$ cat src/rtl/spi_master_multi_if.sv
// Signal bundle for spi_master_multi: configuration, word handshake and SPI pins.
// The master modport is the controller's view; slave is the attached system/bench.
interface spi_master_multi_if #(
   parameter int DATA_WIDTH = 8,
   parameter int CS_COUNT   = 4,
   parameter int DIV_WIDTH  = 16
);
   localparam int SEL_W = $clog2(CS_COUNT) + 1;

   logic [DIV_WIDTH-1:0]  cfg_clock_div;
   logic                  cfg_cpol;
   logic                  cfg_cpha;
   logic                  cfg_msb_first;
   logic [SEL_W-1:0]      cfg_cs_select;
   logic                  cfg_cs_auto;
   logic                  cfg_cs_manual;
   logic                  cfg_loopback;
   logic [DATA_WIDTH-1:0] tx_data;
   logic                  tx_valid;
   logic                  tx_ready;
   logic [DATA_WIDTH-1:0] rx_data;
   logic                  rx_valid;
   logic                  busy;
   logic                  sck;
   logic                  mosi;
   logic                  miso;
   logic [CS_COUNT-1:0]   cs_n;

   modport master (
      input  cfg_clock_div, cfg_cpol, cfg_cpha, cfg_msb_first, cfg_cs_select,
             cfg_cs_auto, cfg_cs_manual, cfg_loopback, tx_data, tx_valid, miso,
      output tx_ready, rx_data, rx_valid, busy, sck, mosi, cs_n
   );

   modport slave (
      output cfg_clock_div, cfg_cpol, cfg_cpha, cfg_msb_first, cfg_cs_select,
             cfg_cs_auto, cfg_cs_manual, cfg_loopback, tx_data, tx_valid, miso,
      input  tx_ready, rx_data, rx_valid, busy, sck, mosi, cs_n
   );
endinterface

$ cat src/rtl/spi_master_multi.sv
// Multi-device SPI master: one word per transfer, all four modes, either bit order.
// Optional MOSI->MISO loopback is compiled in with SPI_MASTER_MULTI_LOOPBACK_EN.
module spi_master_multi #(
   parameter int DATA_WIDTH = 8,
   parameter int CS_COUNT   = 4,
   parameter int DIV_WIDTH  = 16
) (
   input logic                clk,
   input logic                rst_n,
   spi_master_multi_if.master bus
);
   localparam int SEL_W  = $clog2(CS_COUNT) + 1;
   localparam int HALF_W = $clog2(2 * DATA_WIDTH) + 1;
   localparam logic [HALF_W-1:0] LAST_HALF = HALF_W'(2 * DATA_WIDTH - 1);

   typedef enum logic [1:0] {IDLE, CS_SETUP, SHIFT, CS_HOLD} state_t;

   state_t                state_q;
   logic                  armed_q;
   logic [DIV_WIDTH-1:0]  div_q;
   logic [DIV_WIDTH-1:0]  cnt_q;
   logic [HALF_W-1:0]     half_q;
   logic                  cpha_q;
   logic                  msb_q;
   logic                  auto_q;
   logic [SEL_W-1:0]      sel_q;
   logic [DATA_WIDTH-1:0] tx_sh_q;
   logic [DATA_WIDTH-1:0] rx_sh_q;
   logic [DATA_WIDTH-1:0] rx_data_q;
   logic                  rx_valid_q;
   logic                  sck_q;
   logic                  mosi_q;

   logic                  idle;
   logic                  accept;
   logic                  half_end;
   logic                  sample;
   logic                  advance;
   logic                  rx_bit;
   logic [DATA_WIDTH-1:0] rx_sh_d;
   logic                  eff_auto;
   logic [SEL_W-1:0]      eff_sel;
   logic [CS_COUNT-1:0]   cs_n_d;

   function automatic logic first_bit(input logic [DATA_WIDTH-1:0] w, input logic msb);
      return msb ? w[DATA_WIDTH-1] : w[0];
   endfunction

   function automatic logic [DATA_WIDTH-1:0] shift_out(input logic [DATA_WIDTH-1:0] w,
                                                       input logic msb);
      return msb ? {w[DATA_WIDTH-2:0], 1'b0} : {1'b0, w[DATA_WIDTH-1:1]};
   endfunction

   assign idle     = (state_q == IDLE);
   assign accept   = idle && armed_q && bus.tx_valid;
   assign half_end = (cnt_q == '0);
   // Even half-periods end on a leading sck edge; cpha picks which edge samples.
   assign sample   = (~half_q[0]) ^ cpha_q;
   assign advance  = ~sample && (half_q != LAST_HALF);
   assign rx_sh_d  = msb_q ? {rx_sh_q[DATA_WIDTH-2:0], rx_bit}
                           : {rx_bit, rx_sh_q[DATA_WIDTH-1:1]};

`ifdef SPI_MASTER_MULTI_LOOPBACK_EN
   logic lb_q;
   always_ff @(posedge clk or negedge rst_n) begin
      if (!rst_n)      lb_q <= 1'b0;
      else if (accept) lb_q <= bus.cfg_loopback;
   end
   assign rx_bit = lb_q ? mosi_q : bus.miso;
`else
   logic unused_loopback;
   assign unused_loopback = bus.cfg_loopback;
   assign rx_bit          = bus.miso;
`endif

   always_ff @(posedge clk or negedge rst_n) begin
      if (!rst_n) begin
         state_q    <= IDLE;
         armed_q    <= 1'b0;
         div_q      <= '0;
         cnt_q      <= '0;
         half_q     <= '0;
         cpha_q     <= 1'b0;
         msb_q      <= 1'b0;
         auto_q     <= 1'b0;
         sel_q      <= '0;
         tx_sh_q    <= '0;
         rx_sh_q    <= '0;
         rx_data_q  <= '0;
         rx_valid_q <= 1'b0;
         sck_q      <= 1'b0;
         mosi_q     <= 1'b0;
      end else begin
         armed_q    <= 1'b1;
         rx_valid_q <= 1'b0;
         case (state_q)
            IDLE: begin
               if (accept) begin
                  state_q <= CS_SETUP;
                  div_q   <= bus.cfg_clock_div;
                  cnt_q   <= bus.cfg_clock_div;
                  half_q  <= '0;
                  cpha_q  <= bus.cfg_cpha;
                  msb_q   <= bus.cfg_msb_first;
                  auto_q  <= bus.cfg_cs_auto;
                  sel_q   <= bus.cfg_cs_select;
                  sck_q   <= bus.cfg_cpol;
                  rx_sh_q <= '0;
                  if (!bus.cfg_cpha) begin
                     mosi_q  <= first_bit(bus.tx_data, bus.cfg_msb_first);
                     tx_sh_q <= shift_out(bus.tx_data, bus.cfg_msb_first);
                  end else begin
                     mosi_q  <= 1'b0;
                     tx_sh_q <= bus.tx_data;
                  end
               end
            end
            CS_SETUP: begin
               if (half_end) begin
                  state_q <= SHIFT;
                  cnt_q   <= div_q;
               end else begin
                  cnt_q <= cnt_q - DIV_WIDTH'(1);
               end
            end
            SHIFT: begin
               if (half_end) begin
                  cnt_q  <= div_q;
                  sck_q  <= ~sck_q;
                  half_q <= half_q + HALF_W'(1);
                  if (sample) rx_sh_q <= rx_sh_d;
                  if (advance) begin
                     mosi_q  <= first_bit(tx_sh_q, msb_q);
                     tx_sh_q <= shift_out(tx_sh_q, msb_q);
                  end
                  // With cpha=1 the final sample lands on this same edge.
                  if (half_q == LAST_HALF) begin
                     state_q    <= CS_HOLD;
                     rx_data_q  <= sample ? rx_sh_d : rx_sh_q;
                     rx_valid_q <= 1'b1;
                  end
               end else begin
                  cnt_q <= cnt_q - DIV_WIDTH'(1);
               end
            end
            CS_HOLD: begin
               if (half_end) begin
                  state_q <= IDLE;
                  mosi_q  <= 1'b0;
               end else begin
                  cnt_q <= cnt_q - DIV_WIDTH'(1);
               end
            end
            default: state_q <= IDLE;
         endcase
      end
   end

   // Live configuration steers the idle pins; the latched copy holds during a transfer.
   always_comb begin
      eff_auto = idle ? bus.cfg_cs_auto : auto_q;
      eff_sel  = idle ? bus.cfg_cs_select : sel_q;
      cs_n_d   = '1;
      for (int unsigned i = 0; i < CS_COUNT; i++) begin
         if (32'(eff_sel) == i) cs_n_d[i] = eff_auto ? idle : ~bus.cfg_cs_manual;
      end
      if (!rst_n) cs_n_d = '1;
   end

   assign bus.cs_n     = cs_n_d;
   assign bus.sck      = idle ? (rst_n & bus.cfg_cpol) : sck_q;
   assign bus.mosi     = mosi_q;
   assign bus.tx_ready = idle && armed_q;
   assign bus.busy     = ~idle;
   assign bus.rx_data  = rx_data_q;
   assign bus.rx_valid = rx_valid_q;
endmodule

$ cat src/flat_wrapper.sv
// flat-port wrapper written by rule: the top's interface ports become plain ports
module spi_master_multi_flat 
#(
   parameter int DATA_WIDTH = 8,
   parameter int CS_COUNT   = 4,
   parameter int DIV_WIDTH  = 16
)
  (clk, rst_n, bus_cfg_clock_div, bus_cfg_cpol, bus_cfg_cpha, bus_cfg_msb_first, bus_cfg_cs_select, bus_cfg_cs_auto, bus_cfg_cs_manual, bus_cfg_loopback, bus_tx_data, bus_tx_valid, bus_miso, bus_tx_ready, bus_rx_data, bus_rx_valid, bus_busy, bus_sck, bus_mosi, bus_cs_n);
  spi_master_multi_if #(.DATA_WIDTH(DATA_WIDTH), .CS_COUNT(CS_COUNT), .DIV_WIDTH(DIV_WIDTH)) bus_i ();
  input logic clk;
  input logic rst_n;
  input wire logic [$bits(bus_i.cfg_clock_div)-1:0] bus_cfg_clock_div;
  input wire logic [$bits(bus_i.cfg_cpol)-1:0] bus_cfg_cpol;
  input wire logic [$bits(bus_i.cfg_cpha)-1:0] bus_cfg_cpha;
  input wire logic [$bits(bus_i.cfg_msb_first)-1:0] bus_cfg_msb_first;
  input wire logic [$bits(bus_i.cfg_cs_select)-1:0] bus_cfg_cs_select;
  input wire logic [$bits(bus_i.cfg_cs_auto)-1:0] bus_cfg_cs_auto;
  input wire logic [$bits(bus_i.cfg_cs_manual)-1:0] bus_cfg_cs_manual;
  input wire logic [$bits(bus_i.cfg_loopback)-1:0] bus_cfg_loopback;
  input wire logic [$bits(bus_i.tx_data)-1:0] bus_tx_data;
  input wire logic [$bits(bus_i.tx_valid)-1:0] bus_tx_valid;
  input wire logic [$bits(bus_i.miso)-1:0] bus_miso;
  output wire logic [$bits(bus_i.tx_ready)-1:0] bus_tx_ready;
  output wire logic [$bits(bus_i.rx_data)-1:0] bus_rx_data;
  output wire logic [$bits(bus_i.rx_valid)-1:0] bus_rx_valid;
  output wire logic [$bits(bus_i.busy)-1:0] bus_busy;
  output wire logic [$bits(bus_i.sck)-1:0] bus_sck;
  output wire logic [$bits(bus_i.mosi)-1:0] bus_mosi;
  output wire logic [$bits(bus_i.cs_n)-1:0] bus_cs_n;
  assign bus_i.cfg_clock_div = bus_cfg_clock_div;
  assign bus_i.cfg_cpol = bus_cfg_cpol;
  assign bus_i.cfg_cpha = bus_cfg_cpha;
  assign bus_i.cfg_msb_first = bus_cfg_msb_first;
  assign bus_i.cfg_cs_select = bus_cfg_cs_select;
  assign bus_i.cfg_cs_auto = bus_cfg_cs_auto;
  assign bus_i.cfg_cs_manual = bus_cfg_cs_manual;
  assign bus_i.cfg_loopback = bus_cfg_loopback;
  assign bus_i.tx_data = bus_tx_data;
  assign bus_i.tx_valid = bus_tx_valid;
  assign bus_i.miso = bus_miso;
  assign bus_tx_ready = bus_i.tx_ready;
  assign bus_rx_data = bus_i.rx_data;
  assign bus_rx_valid = bus_i.rx_valid;
  assign bus_busy = bus_i.busy;
  assign bus_sck = bus_i.sck;
  assign bus_mosi = bus_i.mosi;
  assign bus_cs_n = bus_i.cs_n;
  spi_master_multi #(.DATA_WIDTH(DATA_WIDTH), .CS_COUNT(CS_COUNT), .DIV_WIDTH(DIV_WIDTH)) u_core (.clk(clk), .rst_n(rst_n), .bus(bus_i));
endmodule
$ cat config.mk
export PLATFORM = sky130hd
export DESIGN_NAME = spi_master_multi_flat
export DESIGN_NICKNAME = d
export VERILOG_FILES = /design/src/rtl/spi_master_multi_if.sv /design/src/rtl/spi_master_multi.sv /design/src/flat_wrapper.sv
export SDC_FILE = /design/constraint.sdc
export NUM_CORES = 1
export LEC_CHECK = 0
export BUFFER_PORTS_ARGS = -buffer_cell sky130_fd_sc_hd__buf_2
export CAP_MARGIN = 20
export CORE_MARGIN = 2
export CORE_UTILIZATION = 45
export CTS_BUF_LIST = sky130_fd_sc_hd__clkbuf_4 sky130_fd_sc_hd__clkbuf_8
export CTS_CLUSTER_SIZE = 10
export DETAILED_ROUTE_END_ITERATION = 10
export PLACE_DENSITY = 0.61
export SYNTH_ARGS = -nofsm -noshare
export SYNTH_HDL_FRONTEND = slang
export SYNTH_SLANG_ARGS = --single-unit
$ cat constraint.sdc
create_clock -name clk -period 3.1 [get_ports clk]
set_input_delay 0.465 -clock clk [delete_from_list [all_inputs] [get_ports clk]]
set_output_delay 0.465 -clock clk [all_outputs]
set_load 0.01 [all_outputs]
Word-level counts from Yosys, hierarchy flattened:

Index checks and enable logic that the tools add are counted.

* bitwise gates (word level): 7
* mux-type cells: 48
* reduce and logical (&&, ||, !) cells: 16
* equality and inequality tests: 15
* add/sub/neg operators: 2

Operators by type and width (number)
* $mux 8: 10
* $mux 16: 3
* $pmux 16 s3: 1
* $pmux 8 s2: 2
* $mux 1: 19
* $logic_not 16->1: 1
* $sub 16x1->16 const B: 1
* $mux 2: 5
* $mux 5: 2
* $ne 2x1->1 const B: 5
* $pmux 5 s2: 1
* $reduce_and 5->1: 2
* $pmux 2 s4: 1
* $eq 3x2->1 const B: 2
* $reduce_and 3->1: 2
* $add 5x1->5 const B: 1
* $eq 5x4->1 const B: 1
* $ne 5x4->1 const B: 1
* $not 1->1: 5
* $eq 2x2->1 const B: 2
* $mux 4: 1
* $ne 2x2->1 const B: 2
* $reduce_and 2->1: 2
* $reduce_and 4->1: 1
* other kinds (13): 15

* word-level logic and storage cells: 103
* register bits after elaboration: 73
* output and inout port bits: 17
* bits of input ports: 37

Longest topological paths before layout:

Gate-level depths: netlist of the first run.

* word-level depth: 7
* gate-level depth with buffers: 10
* mapped depth without buffers: 8

Least setup slack after synthesis of the first run:

No wires, ideal clock.

* path kind: flip-flop to flip-flop
* start: register u_core.cnt_q[0]
* end: register u_core.cnt_q[3]
* data required time: 2978 ps
* setup slack: 683 ps
* buffers on the path: 1
* cell stages (with the launch flop): 10
* data arrival time: 2296 ps
* period minus slack after synthesis: 2417 ps
* setup time: 122 ps
* cells stage by stage: dfrtp_1 > inv_1 > ha_1 > nor3b_1 > nand3_2 > or2_1 > buf_6 > mux2_4 > a221o_1 > a32o_1

* cells in the longest elaborated chain, start to end: 3
* elaborated cells on any way between the ends: 7
* classes of those cells: add/sub (1); eq/ne (1); mux (3); reduce/logical (2)

RTL lines
* start: declaration: RTL line spi_master_multi.sv:21 `logic [DIV_WIDTH-1:0] cnt_q;`
* start signal: assignment: RTL line spi_master_multi.sv:101 `cnt_q <= bus.cfg_clock_div;`
* start signal: assignment: RTL line spi_master_multi.sv:121 `cnt_q <= div_q;`
* start signal: assignment: RTL line spi_master_multi.sv:123 `cnt_q <= cnt_q - DIV_WIDTH'(1);`
* $sub 16x1->16 / $logic_not 16->1 (equally long branches)
* $mux 16, or another cell as far along: RTL line spi_master_multi.sv:147 `if (half_end) begin`
* $pmux 16 s3 / $reduce_and 2->1 (equally long branches)

Several ways; a longest one is shown, not always the timed one. The select of a mux whose other input is x is not followed.
A chain may end at the register's enable or synchronous reset.

Worst setup path in the final report of the first run:

* start: register u_core.cnt_q[0]
* end: register u_core.cnt_q[9]

The elaborated chain is that of the path after synthesis.

==> metrics.cfg, run 1 <==
[run_status]
status = completed

[layout]
nets = 576
fin_cells = 648
n_antenna_cell = 0
area_delta_synth_final_pct = 14.9
final_core_utilization_pct = 52.9
drive_gt1_share_pct = 20.9
final_cell_mix = nand2_1 (92), dfrtp_1 (73), o21ai_0 (61), buf_2 (51), nor2_1 (29)
final_common_cell = nand2_1

[sta]
slew_viol_final = 0
fmax_mhz = 371
timing.final.crit_share_pct = 87.0
finalCriticalPeriod_ns = 2.70
tns_ns = 0
hold_viol = 0
slew_headroom_pct = 40.6
worstMarginPinSlew_ns = 0.890
setup_violations = 0
fin_skew_ns = 0.00935
rsz0062_at_grt = false

[worst_setup_path]
crit_arrival_ns = 2.93
critPathBufInv = 2
worstSetupEndpointType = flop
critPathRequiredTime_ns = 3.33
crit_path_start_kind = flop
cp_top_family = simple AND/OR/NAND/NOR gates
cp_slowest_cell = dfrtp_1
r2r-start = u_core.cnt_q[0]
path_cells = inv_1 > ha_1 > nor3b_1 > nand3_2 > or2_1 > buf_4 > mux2_2 > a221oi_1 > o21ai_0
worst-path-stages = 9
r2r_end = u_core.cnt_q[9]
cpPeakStageDelay_ns = 0.45
cp_max_fo = 15
rr_worst_depth = 9
critPathKind = reg2reg
r2r_slack_ns = 0.40

[place]
hpwl_um = 7150
portBuffers = 52
place_inst = 632
place_congestion = 0.842

[clock_network]
clk-insertion-delay-late_ns = 0.35
ctsHoldBuffers = 0
clk_pin_slew_worst_paths_ns = 0.08
root_buffer = clkbuf_8
cts_setup_buffers = 0
clk_path_buf_depth = 2
cts_made_buffers = 9
tritoncts = built
htreeDepth = 3
cts.sinks = 73
post_cts_resized = 0

[global_route]
antenna_found_initial = 0
grt-ovfl-total = 0
grt_max_degree = 41
grt.total_usage_pct = 21.5
grt_pass1_vias = 3468
grt_first_pass_wirelength_um = 17100

[job]
max-cap-violations = 0

[route]
ant_nets = 0
wl_per_cell_um = 16.0
drt-pass1-iter-count = 5
drc = 0
vias = 3686
vias_per_cell = 5.69
drtIter0Drc = 169
wirelength_um = 10400

[power_and_ir_drop]
leakagePower_uw = 0.00224
p_per_area_nw_per_um2 = 977
ir_drop_mv = 0.446

[logic_synthesis]
synth_edf_count = 0
ys_types = 57
ys.flop_type = dfrtp_1
syn_nets = 526
ys_warn_count = 0
ys_ff_latch = 73
synth.avg_cell_area_um2 = 8.74
syn_area_um2 = 4210
seq_area_frac_synth_pct = 43.4
synth_cells = 482
async_flop_share_pct = 100

[floorplan]
start_util_pct = 46.0
die_height_um = 101
num_rows = 35
io_pins = 54
core-area_um2 = 9150
die_area_um2 = 10200
die_w_um = 101

[min_path]
hold_class = in2async

==> metrics by stage <==
step | instance area, um2 | setup slack, ns | hold slack (ns) | power [uW]
finish | 4840 | 0.402 | 0.197 | 4730
global route | 4840 | 0.0996 | 0.235 | 5100
CTS | 4840 | 0.397 | 0.208 | 4740
detailed placement | 4610 | 0.425 | 0.462 | 3870
global placement | 4610 | 0.467 | 0.456 | 3810
floorplan | 4210 | 0.683 | 0.169 | 3240
==> how the worst max path moves through the flow <==
stage | start | to | slack (ns)
final | u_core.cnt_q[0] | u_core.cnt_q[9] | 0.40
after global routing | u_core.cnt_q[0] | u_core.tx_sh_q[4] | 0.1
after CTS | u_core.cnt_q[0] | u_core.tx_sh_q[6] | 0.40
after detailed placement | u_core.cnt_q[0] | u_core.tx_sh_q[5] | 0.42
after global placement | u_core.cnt_q[0] | u_core.tx_sh_q[4] | 0.47
after floorplan | u_core.cnt_q[0] | u_core.cnt_q[3] | 0.68
==> cell families after synthesis <==
family | share of synthesized area (%)
adders and majority gates | 2.08
other | 0.0890
muxes | 11.1
DFF | 43.4
and+or+nand+nor | 18.3
buffers and inverters | 4.72
AOI/OAI and AO/OA | 19.0
xor gates and xnor gates | 1.25
==> state kept, by name, summed over array words and instances, names as in the netlist <==
| signal | cells |
|---|---|
| u_core.half_q | 5 |
| u_core.bus.rx_valid | 1 |
| u_core.auto_q | 1 |
| u_core.cnt_q | 16 |
| u_core.msb_q | 1 |
| u_core.tx_sh_q | 8 |
| u_core.bus.mosi | 1 |
| u_core.rx_sh_q | 8 |
| u_core.bus.rx_data | 8 |
| u_core.sck_q | 1 |
| u_core.sel_q | 3 |
| u_core.state_q | 2 |
| u_core.armed_q | 1 |
| u_core.cpha_q | 1 |
| u_core.div_q | 16 |
==> synthesized netlist by cell type (all sizes together) (6+ instances only) <==
library cell / instances / area, um2
a211oi: 6 / 45.0
a21oi: 21 / 105
clkbuf: 25 / 93.8
dfrtp: 73 / 1830
ha: 7 / 87.6
inv: 23 / 86.3
mux2: 20 / 229
mux2i: 24 / 240
nand2: 92 / 345
nand3: 18 / 95.1
nor2: 30 / 115
nor3: 6 / 30.0
o21ai: 61 / 305
==> per-layer routing <==
layer,wire length [um],vias up,GRT usage (%)
met5,0,-,0
met4,130,0,6.11
met3,521,10,3.47
met2,4700,96,33.9
met1,5000,1774,30.6
li1,-,1806,-
==> report_power, final <==
part / total, uW / switching (uW) / leakage [uW] / internal (uW)
clock: 859 / 399 / 0.000106 / 460
sequential: 1660 / 353 / 0.000926 / 1310
combinational: 2210 / 1240 / 0.00121 / 964
total: 4730 / 2000 / 0.00224 / 2730
==> final cells by class <==
type | count | area (um2)
tap | 111 | 139
clock buffer | 9 | 124
fill | 854 | 4310
inverter | 23 | 86.3
sequential | 73 | 1830
multi-input combinational | 358 | 2190
timing repair buffer | 67 | 375
clock inverter | 7 | 101
Note: power is estimated with default switching activity, not from simulation.
==> run 2: changes to the inputs <==
--- a/config.mk
+++ b/config.mk
@@ -5,14 +5,15 @@
 export SDC_FILE = /design/constraint.sdc
 export NUM_CORES = 1
 export LEC_CHECK = 0
+export ABC_AREA = 1
 export BUFFER_PORTS_ARGS = -buffer_cell sky130_fd_sc_hd__buf_2
 export CAP_MARGIN = 20
 export CORE_MARGIN = 2
-export CORE_UTILIZATION = 45
+export CORE_UTILIZATION = 52
 export CTS_BUF_LIST = sky130_fd_sc_hd__clkbuf_4 sky130_fd_sc_hd__clkbuf_8
 export CTS_CLUSTER_SIZE = 10
 export DETAILED_ROUTE_END_ITERATION = 10
-export PLACE_DENSITY = 0.61
+export PLACE_DENSITY = 0.69
 export SYNTH_ARGS = -nofsm -noshare
 export SYNTH_HDL_FRONTEND = slang
 export SYNTH_SLANG_ARGS = --single-unit
==> metrics.cfg, run 2 <==
[clock_network]
ctsHoldBuffers = 1  ; +1
post_cts_resized = 0  ; unchanged
clk_path_buf_depth = 2  ; unchanged
clk-insertion-delay-late_ns = 0.35  ; about the same
clk_pin_slew_worst_paths_ns = 0.08  ; about the same
cts_setup_buffers = 0  ; unchanged
cts_made_buffers = 9  ; unchanged
root_buffer = clkbuf_8
cts.sinks = 73  ; unchanged
tritoncts = built
htreeDepth = 3  ; unchanged

[layout]
area_delta_synth_final_pct = 11.0
n_antenna_cell = 0  ; unchanged
fill_cells = 795  ; -6.9%
fin_cells = 780  ; +20%
final_core_utilization_pct = 60.1  ; +7.2 points
largestRegisters = u_core.cnt_q x16, u_core.div_q x16
final_cell_mix = nand2_1 (248), dfrtp_1 (73), inv_1 (66), buf_2 (51)
nets = 716  ; +24%
design_area_um2 = 4960  ; +2.6%
register_area_um2 = 1830  ; unchanged
final_common_cell = nand2_1
drive_gt1_share_pct = 15.9  ; -5.0 points
multi_input_area_um2 = 2230  ; +2.1%

[worst_setup_path]
worstSetupEndpointType = primary output
critPathRequiredTime_ns = 2.63  ; -0.70 ns
rr_worst_depth = 8  ; -1
r2r-start = u_core.state_q[0]
crit_arrival_ns = 1.97  ; -0.96 ns
critPathKind = reg2out
r2r_slack_ns = 0.97  ; +0.57 ns
cp_max_fo = 26  ; +11
r2r_end = u_core.bus.mosi
crit_path_start_kind = flop

[logic_synthesis]
synth_top_area_share_pct = 40.9  ; -2.5 points
syn_nets = 668  ; +27%
ys.flop_type = dfrtp_1
synthTopCellsByArea = dfrtp_1 (41%), nand2_1 (21%), inv_1 (5.5%), nand3_1 (4.4%), o21ai_0 (4.4%)
syn_area_um2 = 4470  ; +6.1%
synth.avg_cell_area_um2 = 7.17  ; -18%
ys_types = 38  ; -33%
ys_warn_count = 0  ; unchanged
synth.top_cells.by_count = nand2_1 (248), dfrtp_1 (73), inv_1 (66), nand3_1 (39), o21ai_0 (39)
synth_cells = 624  ; +29%
synth_most_common_cell = nand2_1
synth_top_area_cell = dfrtp_1
seq_area_frac_synth_pct = 40.9  ; -2.5 points
synth_edf_count = 0  ; unchanged
ys_ff_latch = 73  ; unchanged
async_flop_share_pct = 100  ; unchanged

[run_status]
status = completed

[route]
wl_per_cell_um = 12.7  ; -20%
drt-pass1-iter-count = 5  ; unchanged
drc = 0  ; unchanged
drtIter0Drc = 154  ; -8.9%
ant_nets = 0  ; unchanged
vias_per_cell = 5.18  ; -9.0%
wirelength_um = 9920  ; -4.2%
vias = 4038  ; +9.5%

[sta]
fmax_mhz = 411  ; +11%
slew_headroom_pct = 50.2  ; +9.5 points
rsz0062_at_grt = false
finalCriticalPeriod_ns = 2.44  ; -0.262 ns
slew_viol_final = 0  ; unchanged
tns_ns = 0  ; unchanged
setup_violations = 0  ; unchanged
worstMarginPinSlew_ns = 0.748  ; -0.143 ns
timing.final.crit_share_pct = 78.6  ; -8.5 points
hold_viol = 0  ; unchanged
fin_skew_ns = 0.00930  ; -0.0000497 ns

[floorplan]
die_area_um2 = 9360  ; -7.8%
core-area_um2 = 8260  ; -9.8%
io_pins = 54  ; unchanged
start_util_pct = 54.2  ; +8.1 points
die_height_um = 96.7  ; -4.0%
die_w_um = 96.7  ; -4.0%
num_rows = 33  ; -5.7%

[power_and_ir_drop]
ir_drop_mv = 0.418  ; -6.4%
leakagePower_uw = 0.00267  ; +19%
p_per_area_nw_per_um2 = 998  ; +2.1%

[place]
hpwl_um = 6960  ; -2.7%
place_inst = 765  ; +21%
portBuffers = 52  ; unchanged
place_area_um2 = 4770  ; +3.3%
place_congestion = 0.851  ; +1.1%

[global_route]
grt_pass1_vias = 3903  ; +13%
grt_first_pass_wirelength_um = 17400  ; +1.6%
grt_max_degree = 41  ; unchanged
grt-ovfl-total = 0  ; unchanged
grt.total_usage_pct = 22.3  ; +0.77 points
antenna_found_initial = 0  ; unchanged

[min_path]
hold_end = u_core.div_q[15]
min_from = bus_cfg_clock_div[15]
hold_depth = 3
hold_class = in2reg

[job]
max-cap-violations = 0  ; unchanged

run 2: cell count changes in the layout (fill, tap and decap cells not counted), moves of 9 or more:
| cell | previous run | this run |
|---|---|---|
| buf_4 | 16 | 7 |
| inv_1 | 23 | 66 |
| mux2_2 | 19 | 0 |
| mux2i_1 | 24 | 1 |
| nand2_1 | 92 | 248 |
| nand3_1 | 17 | 39 |
| o21ai_0 | 61 | 39 |
| o21ai_1 | 0 | 16 |
run 2: worst max path at each step:
stage,start,slack [ns],end,cells after the start
2_1_floorplan,u_core.state_q[0],1.29,bus_cs_n[2],8
3_3_place_gp,u_core.state_q[0],1.06,u_core.rx_sh_q[2],10
3_5_place_dp,u_core.state_q[0],1.02,u_core.bus.mosi,8
4_1_cts,u_core.state_q[1],0.65,bus_cs_n[0],9
5_1_grt,u_core.state_q[1],0.47,bus_cs_n[0],9
6_report,u_core.state_q[0],0.66,bus_cs_n[0],8
run 2: kinds of logic (layout without fill, tap and decap cells):
family,Yosys count,count (layout),synth area share (%)
mux,1,1,0.224
buf+inv,93,144,9.23
simple gates,345,345,33.3
other cells,1,1,0.0839
flops,73,73,40.9
xor+xnor,8,8,1.57
compound gates,96,96,12.8
fa+ha+maj,7,7,1.96
run 2: worst max-delay path, stage by stage, from the launching register on:
cell and delay, ns:
dfrtp_1 0.41, inv_1 0.08, ha_1 0.22, buf_4 0.24
o21ai_0 0.27, inv_1 0.06, nor2_1 0.14, nand2_1 0.06
buf_2 0.14
run 2: layout make-up:
cell class                 count  area share [%]
clock buffer                  11            2.92
inverter                      71            5.42
multi-input combinational    458            45.0
sequential                    73            36.8
clock inverter                 3           0.857
tap                          105            2.65
timing repair buffer          59            6.40
run 2: layer usage:
layer  up-vias  part of all wire (%)  global-route usage (%)
met5         -                     0                       0
met4         0                   1.5                    8.34
met2        90                    50                    37.8
met3        13                   3.5                    2.89
li1       2070                     -                       -
met1      1865                    45                    29.2
run 2: power by group:
group | internal, uW | total, uW | switching [uW]
registers | 1330 | 1660 | 329
clock network | 393 | 741 | 348
logic | 867 | 2550 | 1680
run 2: stage by stage:
stage               power [uW]  worst slack [ns]  hold slack [ns]
global placement          4150              1.06            0.373
finish                    4950             0.664            0.332
CTS                       4980             0.654            0.321
detailed placement        4230              1.02            0.375
floorplan                 3730              1.29            0.169
global route              5450             0.472            0.336
